### src/rtl/reg_dump_unit.sv
// Walks a block of register-file entries through a synchronous read port and streams each
// {addr, data} pair out on a valid/ready channel, buffered by a 2-entry skid FIFO.
module reg_dump_unit #(
  parameter int unsigned DATA_W     = 32,
  parameter int unsigned ADDR_W     = 5,
  parameter int unsigned NUM_REGS   = 32,
  parameter int unsigned START_ADDR = 0
) (
  input  logic              clock,
  input  logic              reset,
  input  logic              start,
  output logic              rd_en,
  output logic [ADDR_W-1:0] rd_addr,
  input  logic [DATA_W-1:0] rd_data,
  output logic              out_valid,
  input  logic              out_ready,
  output logic [ADDR_W-1:0] out_addr,
  output logic [DATA_W-1:0] out_data,
  output logic              out_last,
  output logic              busy,
  output logic              done
);

  localparam int unsigned       CntW     = $clog2(NUM_REGS + 1);
  localparam logic [CntW-1:0]   LastIdx  = CntW'(NUM_REGS - 1);
  localparam logic [ADDR_W-1:0] BaseAddr = ADDR_W'(START_ADDR);

  typedef enum logic [1:0] {StIdle, StRun, StDrain, StDone} state_e;

  state_e            state_q, state_d;
  logic [CntW-1:0]   issue_cnt_q, issue_cnt_d;
  logic [CntW-1:0]   accept_cnt_q, accept_cnt_d;
  logic              inflight_q;
  logic [ADDR_W-1:0] rd_addr_q;
  logic [ADDR_W-1:0] buf_addr_q [2];
  logic [DATA_W-1:0] buf_data_q [2];
  logic              wr_ptr_q, rd_ptr_q;
  logic [1:0]        buf_cnt_q, buf_cnt_d;
  logic [1:0]        occupancy;
  logic [ADDR_W-1:0] issue_addr;
  logic              push, pop;

  assign push       = inflight_q;
  assign out_valid  = (buf_cnt_q != 2'd0);
  assign pop        = out_valid & out_ready;
  assign out_addr   = buf_addr_q[rd_ptr_q];
  assign out_data   = buf_data_q[rd_ptr_q];
  assign out_last   = out_valid & (accept_cnt_q == LastIdx);
  assign issue_addr = BaseAddr + ADDR_W'(issue_cnt_q);
  assign rd_addr    = rd_en ? issue_addr : rd_addr_q;

  // Occupancy counts the beat leaving this cycle, so a streaming sink sustains 1 beat/cycle
  // while the FIFO plus the in-flight read can never exceed two entries.
  assign occupancy  = buf_cnt_q + {1'b0, inflight_q} - {1'b0, pop};

  always_comb begin
    state_d      = state_q;
    issue_cnt_d  = issue_cnt_q;
    accept_cnt_d = accept_cnt_q;
    rd_en        = 1'b0;
    done         = 1'b0;
    busy         = (state_q != StIdle);
    if (pop) begin
      accept_cnt_d = accept_cnt_q + CntW'(1);
    end
    unique case (state_q)
      StIdle: begin
        if (start) begin
          state_d      = StRun;
          issue_cnt_d  = '0;
          accept_cnt_d = '0;
        end
      end
      StRun: begin
        rd_en = (occupancy < 2'd2);
        if (rd_en) begin
          issue_cnt_d = issue_cnt_q + CntW'(1);
          if (issue_cnt_q == LastIdx) begin
            state_d = StDrain;
          end
        end
      end
      StDrain: begin
        if (pop && (accept_cnt_q == LastIdx)) begin
          state_d = StDone;
        end
      end
      StDone: begin
        done    = 1'b1;
        state_d = StIdle;
      end
      default: state_d = StIdle;
    endcase
  end

  always_comb begin
    buf_cnt_d = buf_cnt_q;
    unique case ({push, pop})
      2'b10:   buf_cnt_d = buf_cnt_q + 2'd1;
      2'b01:   buf_cnt_d = buf_cnt_q - 2'd1;
      default: buf_cnt_d = buf_cnt_q;
    endcase
  end

  always_ff @(posedge clock or negedge reset) begin
    if (!reset) begin
      state_q      <= StIdle;
      issue_cnt_q  <= '0;
      accept_cnt_q <= '0;
      inflight_q   <= 1'b0;
      rd_addr_q    <= '0;
      wr_ptr_q     <= 1'b0;
      rd_ptr_q     <= 1'b0;
      buf_cnt_q    <= 2'd0;
      for (int i = 0; i < 2; i++) begin
        buf_addr_q[i] <= '0;
        buf_data_q[i] <= '0;
      end
    end else begin
      state_q      <= state_d;
      issue_cnt_q  <= issue_cnt_d;
      accept_cnt_q <= accept_cnt_d;
      inflight_q   <= rd_en;
      buf_cnt_q    <= buf_cnt_d;
      if (rd_en) begin
        rd_addr_q <= issue_addr;
      end
      // rd_addr_q still holds the address of the read whose data is arriving now
      if (push) begin
        buf_addr_q[wr_ptr_q] <= rd_addr_q;
        buf_data_q[wr_ptr_q] <= rd_data;
        wr_ptr_q             <= ~wr_ptr_q;
      end
      if (pop) begin
        rd_ptr_q <= ~rd_ptr_q;
      end
    end
  end

endmodule
### config.mk
export PLATFORM = sky130hd
export DESIGN_NAME = reg_dump_unit
export DESIGN_NICKNAME = d
export VERILOG_FILES = /design/src/rtl/reg_dump_unit.sv
export SDC_FILE = /design/constraint.sdc
export NUM_CORES = 1
export LEC_CHECK = 0
export CORE_ASPECT_RATIO = 1.5
export CORE_MARGIN = 2
export CORE_UTILIZATION = 56
export CTS_BUF_LIST = sky130_fd_sc_hd__clkbuf_8 sky130_fd_sc_hd__clkbuf_16
export DETAILED_ROUTE_END_ITERATION = 8
export PLACE_DENSITY = 0.85
export SKIP_CTS_REPAIR_TIMING = 1
export SLEW_MARGIN = 20
export SYNTH_ARGS = -nofsm -noshare
export SYNTH_HDL_FRONTEND = slang
export SYNTH_SLANG_ARGS = --single-unit
### constraint.sdc
create_clock -name clock -period 4.5 [get_ports clock]
set_clock_uncertainty 0.05 [all_clocks]
set_input_delay 0.45 -clock clock [delete_from_list [all_inputs] [get_ports clock]]
set_output_delay 0.45 -clock clock [all_outputs]
set_load 0.01 [all_outputs]
# After elaboration in Yosys (flattened, before gate mapping)
# Index checks and enable logic that the tools add are counted.
[classes]
order_cmp = 4
mux = 27
bitwise_logic = 6
n_addsub = 6
reduce_logical = 9
n_eq_ne = 11
[op_table]
columns = ["op", "n"]
rows = [
  ["$mux W32", 4],
  ["$bwmux W64", 1],
  ["$demux W32 S1", 1],
  ["$mux W6", 5],
  ["$mux W5", 5],
  ["$add A6 B1 Y6 const B", 2],
  ["$eq A6 B5 Y1 const B", 2],
  ["$pmux W6 S2", 1],
  ["$bwmux W10", 1],
  ["$mux W2", 4],
  ["$ne A2 B2 Y1 const B", 4],
  ["$pmux W2 S4", 1],
  ["$reduce_bool A2 Y1", 4],
  ["$eq A2 B2 Y1 const B", 3],
  ["$demux W5 S1", 1],
  ["$eq A2 B1 Y1 const B", 2],
  ["$ge A2 B2 Y1 const B", 2],
  ["$not A1 Y2", 2],
  ["$pmux W2 S2", 1],
  ["$reduce_and A4 Y1", 1],
  ["$reduce_and A3 Y1", 1],
  ["$add A2 B1 Y2", 1],
  ["$add A2 B1 Y2 const B", 1],
  ["$and A1 B1 Y1", 2],
  ["8 further kinds", 11],
]
[totals]
ff_bits = 98
elab_cells = 75
output_inout_bits = 47
inputBits = 36

# Depth between registers and ports, before layout
# Gate-level depths: netlist of run 1.
[depth]
word_depth = 6
depth_mapped = 8
depth_no_buf = 7

# Worst setup path before layout of run 1
# No wires, ideal clock.
[synth_path]
path_type = "reg-to-output"
start = "register inflight_q"
end = "output rd_addr[0]"
path_buffers = 2
slack_ps = 2377
arrival_ps = 1623
t_required_ps = 4000
path_stages_with_launch = 8
path_cell_list = "dfrtp_1 -> buf_6 -> nor2b_4 -> mux2i_2 -> or2_1 -> buf_2 -> nand2_2 -> mux2_1"
[synth_via]
elab_chain_cells = 5
[synth_rtl]
columns = ["element", "line", "rtl"]
rows = [
  ["start: declaration", "33", "logic inflight_q;"],
  ["start signal: assignment", "123", "inflight_q <= rd_en;"],
  ["$add A2 B1 Y2", "54", "assign occupancy = buf_cnt_q + {1'b0, inflight_q} - {1'b0, pop};"],
  ["$sub A2 B1 Y2", "54", ""],
  ["$lt A2 B2 Y1", "75", "rd_en = (occupancy < 2'd2);"],
  ["$mux W1", "66", "unique case (state_q)"],
  ["$mux W5", "-", ""],
  ["end: declaration", "13", "output logic [ADDR_W-1:0] rd_addr,"],
]
# No other way between the ends.

# Final worst setup path of run 1
[layout_path]
start = "input out_ready"
end = "output rd_addr[1]"
[layout_via]
elab_chain_cells = 5
[layout_rtl]
columns = ["element", "line", "rtl"]
rows = [
  ["start: declaration", "16", "input logic out_ready,"],
  ["$and A1 B1 Y1", "45", "assign pop = out_valid & out_ready;"],
  ["$sub A2 B1 Y2", "54", ""],
  ["$lt A2 B2 Y1", "75", ""],
  ["$mux W1", "66", ""],
  ["$mux W5", "-", ""],
]
# No other way between the ends.

==> impl_metrics.toml, run 1 <==
[synthesis]
synth-seq-area-share = 0.550
ys_types = 41
synth_most_common_cell = "dfrtp_1"
synthFlopType = "dfrtp_1"
avgSynthCellArea_um2 = 13.5
synth_top_area_share = 0.550
synth_edf_count = 0
yosysTopAreaCell = "dfrtp_1"
yosys_warnings = 0
synth_nets = 373
syn_area_um2 = 4460
synth_common_cells = "dfrtp_1, mux2_2, mux2_1, nor2_1, nand2_1"
ys_seq_elements = 98
synth-async-reset-ratio = 1.00
netlist_instances = 331
synth_area_leaders = "dfrtp_1, mux2_2, mux2_1"

[cts]
htreeDepth = 3
insertion_delay_ps = 330
cts_tree = "done"
root_buffer = "clkbuf_16"
cts_buffers = 9
clock_path_buffers = 2
clkSlewWorstSetupHoldPaths_ps = 60
cts_sinks = 98

[global_route]
antenna_found_initial = 0
grt_pass1_vias = 3118
grt_usage = 0.218
grt_max_degree = 61
overflow = 0
grt_pass1_wl_um = 14900

[sta]
min_period_ps = 3300
min_period_over_period = 0.733
grt_setup_unrepaired = "false"
max_freq_ghz = 0.303
slew_headroom = 0.390
setup_viol = 0
tightest_slew_ps = 915
hold_violations = 0
drv_slew = 0
tns_ps = 0

[final_layout]
multi_input_area_um2 = 1920
fill_cells = 518
final_util = 0.743
final_nets = 452
seqCellArea_um2 = 2450
syn_to_final_growth_pct = 27.7
n_antenna_cell = 0
drive_gt1_frac = 0.214

[status]
status = "complete, no violations"

[worst_setup_path]
worstPathArrival_ps = 2800
crit_path_start_kind = "input pin"
crit_required_ps = 4000
criticalPathCategory = "input pin to output pin"
reg2reg_depth = 5
r2r_start = "inflight_q$_DFF_PN0_"
critPathCaptureType = "output pin"
crit_fanout = 6
r2r_end = "rd_addr_q[3]$_DFF_PN0_"
rrSetupSlack_ps = 2460

[hold_path]
min_path_type = "input pin to asynchronous set/reset pin"

[pwr]
ir_worst_vdd_v = 0.000424
p_leak_nw = 2.44
p_per_area_nw_per_um2 = 748

[floorplan]
core.rowCount = 39
die_h_um = 113
dieArea_um2 = 8710
ioPinCount = 83
core_um2 = 7660
start_util = 0.582
die_x_um = 76.9

[drt]
antenna_left = 0
totalWireLength_um = 8870
drt_first_iter_violations = 145
route.detailed.drc = 0
vias = 2902
wl_per_cell_um = 17.2
vias_per_cell = 5.61
dr.pass1.iters = 4

[placed_design]
globalplace.congestion = 0.947
numPortBuffers = 82
dp_hpwl_um = 6110

[run]
maxCapViolations = 0
[flip-flops by register name, summed over array words and instances (netlist names)]
name / cells
wr_ptr_q: 1
buf_addr_q: 10
inflight_q: 1
accept_cnt_q: 6
buf_cnt_q: 2
state_q: 2
rd_ptr_q: 1
issue_cnt_q: 6
rd_addr_q: 5
buf_data_q: 64
[report_power, final]
part,switching [mW],total (mW),internal [mW]
sequential,0.276,1.56,1.29
clock,0.308,0.806,0.498
combinational,0.760,1.89,1.13
[stage by stage]
| step | hold slack [ps] | cell area (µm²) | setup slack, ps | total power, mW | cells |
|---|---|---|---|---|---|
| after floorplan | 104 | 4460 | 2380 | 2.62 | 331 |
| after global placement | 391 | 5360 | 1300 | 3.39 | 500 |
| after detailed placement | 394 | 5360 | 1210 | 3.48 | 500 |
| after CTS | 39.4 | 5670 | 1210 | 4.30 | 516 |
| after global routing | 63.3 | 5690 | 1100 | 4.53 | 517 |
| final | 27.8 | 5690 | 1200 | 4.26 | 517 |
[routing by layer]
metal,track usage,share of wire,wire (µm),up-vias
met1,0.268,0.42,3710,1469
met4,0.0812,0.021,185,0
met3,0.0510,0.038,339,15
met2,0.374,0.52,4640,84
li1,-,-,-,1334
met5,0,0,0,-
[critical path, cell delays in order]
cell and delay, ps:
clkdlybuf4s50_1 500, nor2b_4 160, mux2i_2 320, or2_1 300
nand2_2 190, mux2_1 390, clkdlybuf4s50_1 490
[area by class of cell]
type | instances | share of cell area
flip-flops and latches | 98 | 0.431
multi-input cells | 210 | 0.336
clock inverters | 6 | 0.0141
clock buffers | 10 | 0.0420
inverters | 5 | 0.00330
well taps | 102 | 0.0224
repair buffers | 86 | 0.151
[logic make-up after synthesis]
group | after synthesis | share of synthesized area
adder cells (fa/ha/maj) | 6 | 0.0168
AO/OA/AOI/OAI | 21 | 0.0295
XOR/XNOR | 8 | 0.0157
flip-flops | 98 | 0.550
multiplexers | 120 | 0.303
AND/OR/NAND/NOR | 55 | 0.0628
buffers and inverters | 23 | 0.0222
[layout by cell type, fill, tap and decap left out, types with 3 or more instances in the layout]
cell type | synthesis | final
a21oi_1 | 3 | 3
buf_4 | 0 | 4
clkbuf_16 | 0 | 9
clkdlybuf4s50_1 | 0 | 81
clkinv_2 | 0 | 4
dfrtp_1 | 98 | 98
ha_1 | 6 | 6
inv_2 | 3 | 3
mux2_1 | 57 | 57
mux2_2 | 60 | 60
nand2_1 | 13 | 13
nand3_1 | 5 | 5
nor2_1 | 15 | 15
nor3_1 | 3 | 3
o21ai_0 | 7 | 7
o21ai_1 | 3 | 3
xnor2_1 | 4 | 4
xor2_1 | 4 | 4
[how the worst max path moves through the flow]
stage,from,endpoint,slack [ps],cells after the start
floorplan,inflight_q$_DFF_PN0_,rd_addr[0],2380,7
global placement,out_ready,rd_addr[3],1300,7
detailed placement,out_ready,rd_addr[1],1210,7
CTS,out_ready,rd_addr[1],1210,7
global route,out_ready,rd_addr[4],1100,7
finish,out_ready,rd_addr[1],1200,7
No activity file was read; power rests on OpenSTA's default activity.
==> inputs of run 2 (changes only) <==
--- a/config.mk
+++ b/config.mk
@@ -7,10 +7,10 @@
 export LEC_CHECK = 0
 export CORE_ASPECT_RATIO = 1.5
 export CORE_MARGIN = 2
-export CORE_UTILIZATION = 56
+export CORE_UTILIZATION = 52
 export CTS_BUF_LIST = sky130_fd_sc_hd__clkbuf_8 sky130_fd_sc_hd__clkbuf_16
 export DETAILED_ROUTE_END_ITERATION = 8
-export PLACE_DENSITY = 0.85
+export PLACE_DENSITY = 0.8
 export SKIP_CTS_REPAIR_TIMING = 1
 export SLEW_MARGIN = 20
 export SYNTH_ARGS = -nofsm -noshare
==> constraint.sdc (replaced) <==
create_clock -name clock -period 3.36 [get_ports clock]
set_clock_uncertainty 0.05 [all_clocks]
set_input_delay 0.336 -clock clock [delete_from_list [all_inputs] [get_ports clock]]
set_output_delay 0.336 -clock clock [all_outputs]
set_load 0.01 [all_outputs]
==> run 2 against run 1 <==
Compared with the run above: the flow now finishes with violations (hold timing); first-iteration DRC count decreased by 30%; via count decreased by 0.52%; global-route usage decreased by 1.8 points; setup slack got worse by 930 ps; die area increased by 7.3%; worst hold slack got worse by 61 ps; power increased by 33%; core utilization decreased by 6.3 points; critical endpoint is now rd_addr[3].
==> impl_metrics.toml, run 2 (synthesized netlist as in run 1, its figures left out) <==
[status]
status = "finished with violations"
violations = "hold timing"

[floorplan]
die_x_um = 79.6
start_util = 0.533
ioPinCount = 83
core.rowCount = 41
core_um2 = 8360
die_h_um = 117
dieArea_um2 = 9350

[cts]
htreeDepth = 3
clock_path_buffers = 2
cts_tree = "done"
root_buffer = "clkbuf_16"
insertion_delay_ps = 330
cts_sinks = 98
cts_buffers = 9
clkSlewWorstSetupHoldPaths_ps = 70

[final_layout]
final_nets = 452
n_antenna_cell = 0
top_regs = "buf_data_q x64, buf_addr_q x10"
top_register = "buf_data_q"
largest_reg_flops = 64
final_common_cell = "dfrtp_1"
final_cell_mix = "dfrtp_1, clkdlybuf4s50_1, mux2_2"
syn_to_final_growth_pct = 27.6
finalNonFillerCells = 522
drive_gt1_frac = 0.217

[sta]
grt_setup_unrepaired = "false"
min_period_over_period = 0.920
min_period_ps = 3090
hold_ws_ps = -33.6
drv_slew = 0
tightest_slew_ps = 969
hold_violations = 49
tns_ps = 0
setup_viol = 0
max_freq_ghz = 0.324
slew_headroom = 0.352

[pwr]
power.total_mw = 5.66
ir_worst_vdd_v = 0.000584
p_leak_nw = 2.43
p_per_area_nw_per_um2 = 995

[worst_setup_path]
critPathCaptureType = "output pin"
criticalPathCategory = "input pin to output pin"
crit_path_start_kind = "input pin"
worstPathArrival_ps = 2700
crit_fanout = 6
crit_required_ps = 2970
r2r_start = "inflight_q$_DFF_PN0_"
crit_start = "out_ready"

[global_route]
grt_pass1_wl_um = 14600
overflow = 0
grt_pass1_vias = 3022
antenna_found_initial = 0
grt_usage = 0.200
grt_max_degree = 52

[drt]
wl_per_cell_um = 16.9
vias_per_cell = 5.53
drt_first_iter_violations = 102
route.detailed.drc = 0
antenna_left = 0
totalWireLength_um = 8810
vias = 2887
dr.pass1.iters = 4

[placed_design]
dp_hpwl_um = 6140
dp_cells = 506
globalplace.congestion = 0.928
numPortBuffers = 82

[hold_path]
min_path_type = "input pin to asynchronous set/reset pin"

[run]
maxCapViolations = 0
[run 2: metal layers]
layer / vias up / global-route usage / share of wire
li1: 1327 / - / -
met1: 1473 / 0.253 / 0.43
met2: 70 / 0.339 / 0.52
met3: 17 / 0.0415 / 0.036
met4: 0 / 0.0657 / 0.017
met5: - / 0 / 0
[run 2: critical path, stage by stage]
cell and delay, ps:
clkdlybuf4s50_1 500, nor2b_4 160, mux2i_2 310, or2_1 300
nand2_2 190, mux2_1 400, clkdlybuf4s50_1 500
[run 2: worst paths after layout]
kind	endpoint	slack [ps]	cells after the start
worst max register to register	rd_addr_q[3]$_DFF_PN0_	1330	5
worst min register to register	buf_data_q[40]$_DFFE_PN0P_	430	1
min in group clock	buf_data_q[40]$_DFFE_PN0P_	430	1
worst min-delay path	buf_data_q[8]$_DFFE_PN0P_	-30	1
worst max-delay path	rd_addr[3]	270	7
max in group asynchronous	buf_data_q[61]$_DFFE_PN0P_	2470	2
[run 2: power breakdown]
group          internal (mW)  switching [mW]
logic                   1.52            1.02
registers               1.73           0.362
clock network          0.613           0.417
total                   3.86            1.80
[run 2: through the flow]
step	util	hold slack (ps)	cell area [µm²]	worst slack, ps
6_report	0.681	-33.6	5690	269
3_5_place_dp	0.644	351	5390	279
5_1_grt	0.681	18.4	5690	143
4_1_cts	0.681	-9.21	5690	268
2_1_floorplan	-	-9.59	4460	1350
3_3_place_gp	0.644	343	5390	376
[run 2: layout make-up]
class                   instances  area [µm²]
repair buffers                 86         861
well taps                     107         134
multi-input cells             210        1920
clock inverters                 5        53.8
inverters                       5        18.8
fillers                       610        2670
flip-flops and latches         98        2450
clock buffers                  11         253
==> inputs of run 3 (changes only) <==
--- a/config.mk
+++ b/config.mk
@@ -5,12 +5,15 @@
 export SDC_FILE = /design/constraint.sdc
 export NUM_CORES = 1
 export LEC_CHECK = 0
+export CELL_PAD_IN_SITES_DETAIL_PLACEMENT = 0
+export CELL_PAD_IN_SITES_GLOBAL_PLACEMENT = 2
 export CORE_ASPECT_RATIO = 1.5
 export CORE_MARGIN = 2
-export CORE_UTILIZATION = 52
+export CORE_UTILIZATION = 35
 export CTS_BUF_LIST = sky130_fd_sc_hd__clkbuf_8 sky130_fd_sc_hd__clkbuf_16
 export DETAILED_ROUTE_END_ITERATION = 8
-export PLACE_DENSITY = 0.8
+export PLACE_DENSITY_LB_ADDON = 0.1
+export REMOVE_ABC_BUFFERS = 1
 export SKIP_CTS_REPAIR_TIMING = 1
 export SLEW_MARGIN = 20
 export SYNTH_ARGS = -nofsm -noshare
==> run 3 against run 2 <==
Compared with the run above: the flow now finishes without violations; worst hold slack better by 38 ps; die area up 46%; register-to-register slack hardly changed; setup slack better by 22 ps; design area increased by 1.9%; wire length is 8.5% higher; via count shrank 1.1%; core utilization down 21 points; final cell count rose by 9.4%.
==> impl_metrics.toml, run 3 (synthesized netlist as in run 1, its figures left out) <==
[final_layout]
drive_gt1_frac = 0.219
largest_reg_flops = 64
n_antenna_cell = 0
syn_to_final_growth_pct = 30.0
top_register = "buf_data_q"
top_regs = "buf_data_q x64, buf_addr_q x10"
final_nets = 452
final_common_cell = "dfrtp_1"
final_cell_mix = "dfrtp_1, clkdlybuf4s50_1, mux2_2"

[drt]
drt_first_iter_violations = 79
vias_per_cell = 5.00
wl_per_cell_um = 16.7
vias = 2856
antenna_left = 0
route.detailed.drc = 0
totalWireLength_um = 9560
dr.pass1.iters = 4

[worst_setup_path]
crit_required_ps = 2970
crit_path_start_kind = "register"
crit_fanout = 6
r2r_start = "inflight_q$_DFF_PN0_"
rrSetupSlack_ps = 1320
criticalPathCategory = "register to output pin"
crit_start = "inflight_q$_DFF_PN0_"
worstPathArrival_ps = 2680
critPathCaptureType = "output pin"

[placed_design]
dp_slack_ps = 304
numPortBuffers = 82
globalplace.congestion = 0.801
dp_hpwl_um = 6470

[sta]
setup_viol = 0
hold_violations = 0
tns_ps = 0
min_period_over_period = 0.914
max_freq_ghz = 0.326
fin_ws_ps = 291
drv_slew = 0
min_period_ps = 3070
slew_headroom = 0.329
tightest_slew_ps = 1000
grt_setup_unrepaired = "false"

[floorplan]
die_x_um = 96.2
start_util = 0.358
core.rowCount = 50
die_h_um = 142
dieArea_um2 = 13700
core_um2 = 12400
ioPinCount = 83

[cts]
insertion_delay_ps = 340
clock_path_buffers = 2
clkSlewWorstSetupHoldPaths_ps = 60
cts_sinks = 98
cts_tree = "done"
htreeDepth = 3
root_buffer = "clkbuf_16"
cts_buffers = 9

[run]
maxCapViolations = 0

[global_route]
grt_usage = 0.147
grt_max_degree = 99
grt_pass1_wl_um = 15300
antenna_found_initial = 0
overflow = 0
grt_pass1_vias = 3043

[hold_path]
min_path_type = "input pin to asynchronous set/reset pin"

[pwr]
p_per_area_nw_per_um2 = 998
p_leak_nw = 2.45
ir_worst_vdd_v = 0.000369

[status]
status = "complete, no violations"
==> run 3: cell types whose count changed in the layout (fill, tap and decap cells not counted), sizes merged <==
cell      delta
bufinv       +1
clkbuf       +1
clkinvlp     -1
inv          -1
==> run 3: area by class of cell <==
class	count	area, µm²
clock buffer	12	267
clock inverter	4	72.6
fill	1166	6650
inverter	5	18.8
multi-input combinational	210	1920
sequential	98	2450
tap	156	195
timing repair buffer	86	873
==> run 3: final timing paths <==
| check | endpoint | cells after the start |
|---|---|---|
| hold reg to reg | buf_data_q[43]$_DFFE_PN0P_ | 1 |
| max in group asynchronous | buf_addr_q[1]$_DFFE_PN0P_ | 2 |
| min in group clock | buf_data_q[43]$_DFFE_PN0P_ | 1 |
| hold / removal | buf_data_q[42]$_DFFE_PN0P_ | 2 |
| setup reg to reg | rd_addr_q[3]$_DFF_PN0_ | 5 |
| setup / recovery | rd_addr[3] | 6 |
==> run 3: critical path, stage by stage, from the launching register on <==
cell and delay (ps):
dfrtp_1 460, nor2b_4 200, mux2i_2 310, or2_1 310, nand2_2 200, mux2_1 370, clkdlybuf4s50_1 490
==> run 3: layer usage <==
metal  global-route usage  vias to the layer above  wire length [µm]
li1                     -                     1328                 -
met1                0.176                     1449              3960
met2                0.255                       64              4970
met3               0.0307                       15               423
met4               0.0556                        0               200
met5                    0                        -                 0
==> run 3: per-stage QoR <==
stage	total power [mW]	hold WS, ps	util	cell area [µm²]	instances
finish	5.79	4.35	0.466	5800	571
global route	6.19	33.9	0.466	5800	571
CTS	5.91	27.5	0.466	5800	571
detailed placement	4.74	395	0.438	5460	555
global placement	4.68	391	0.438	5460	555
floorplan	3.47	-9.59	-	4380	313
==> run 3: where the power goes <==
group          total (mW)  switching [mW]  internal [mW]
registers            2.06           0.335           1.73
logic                2.59            1.06           1.53
clock network        1.14           0.429          0.712
total                5.79            1.82           3.97
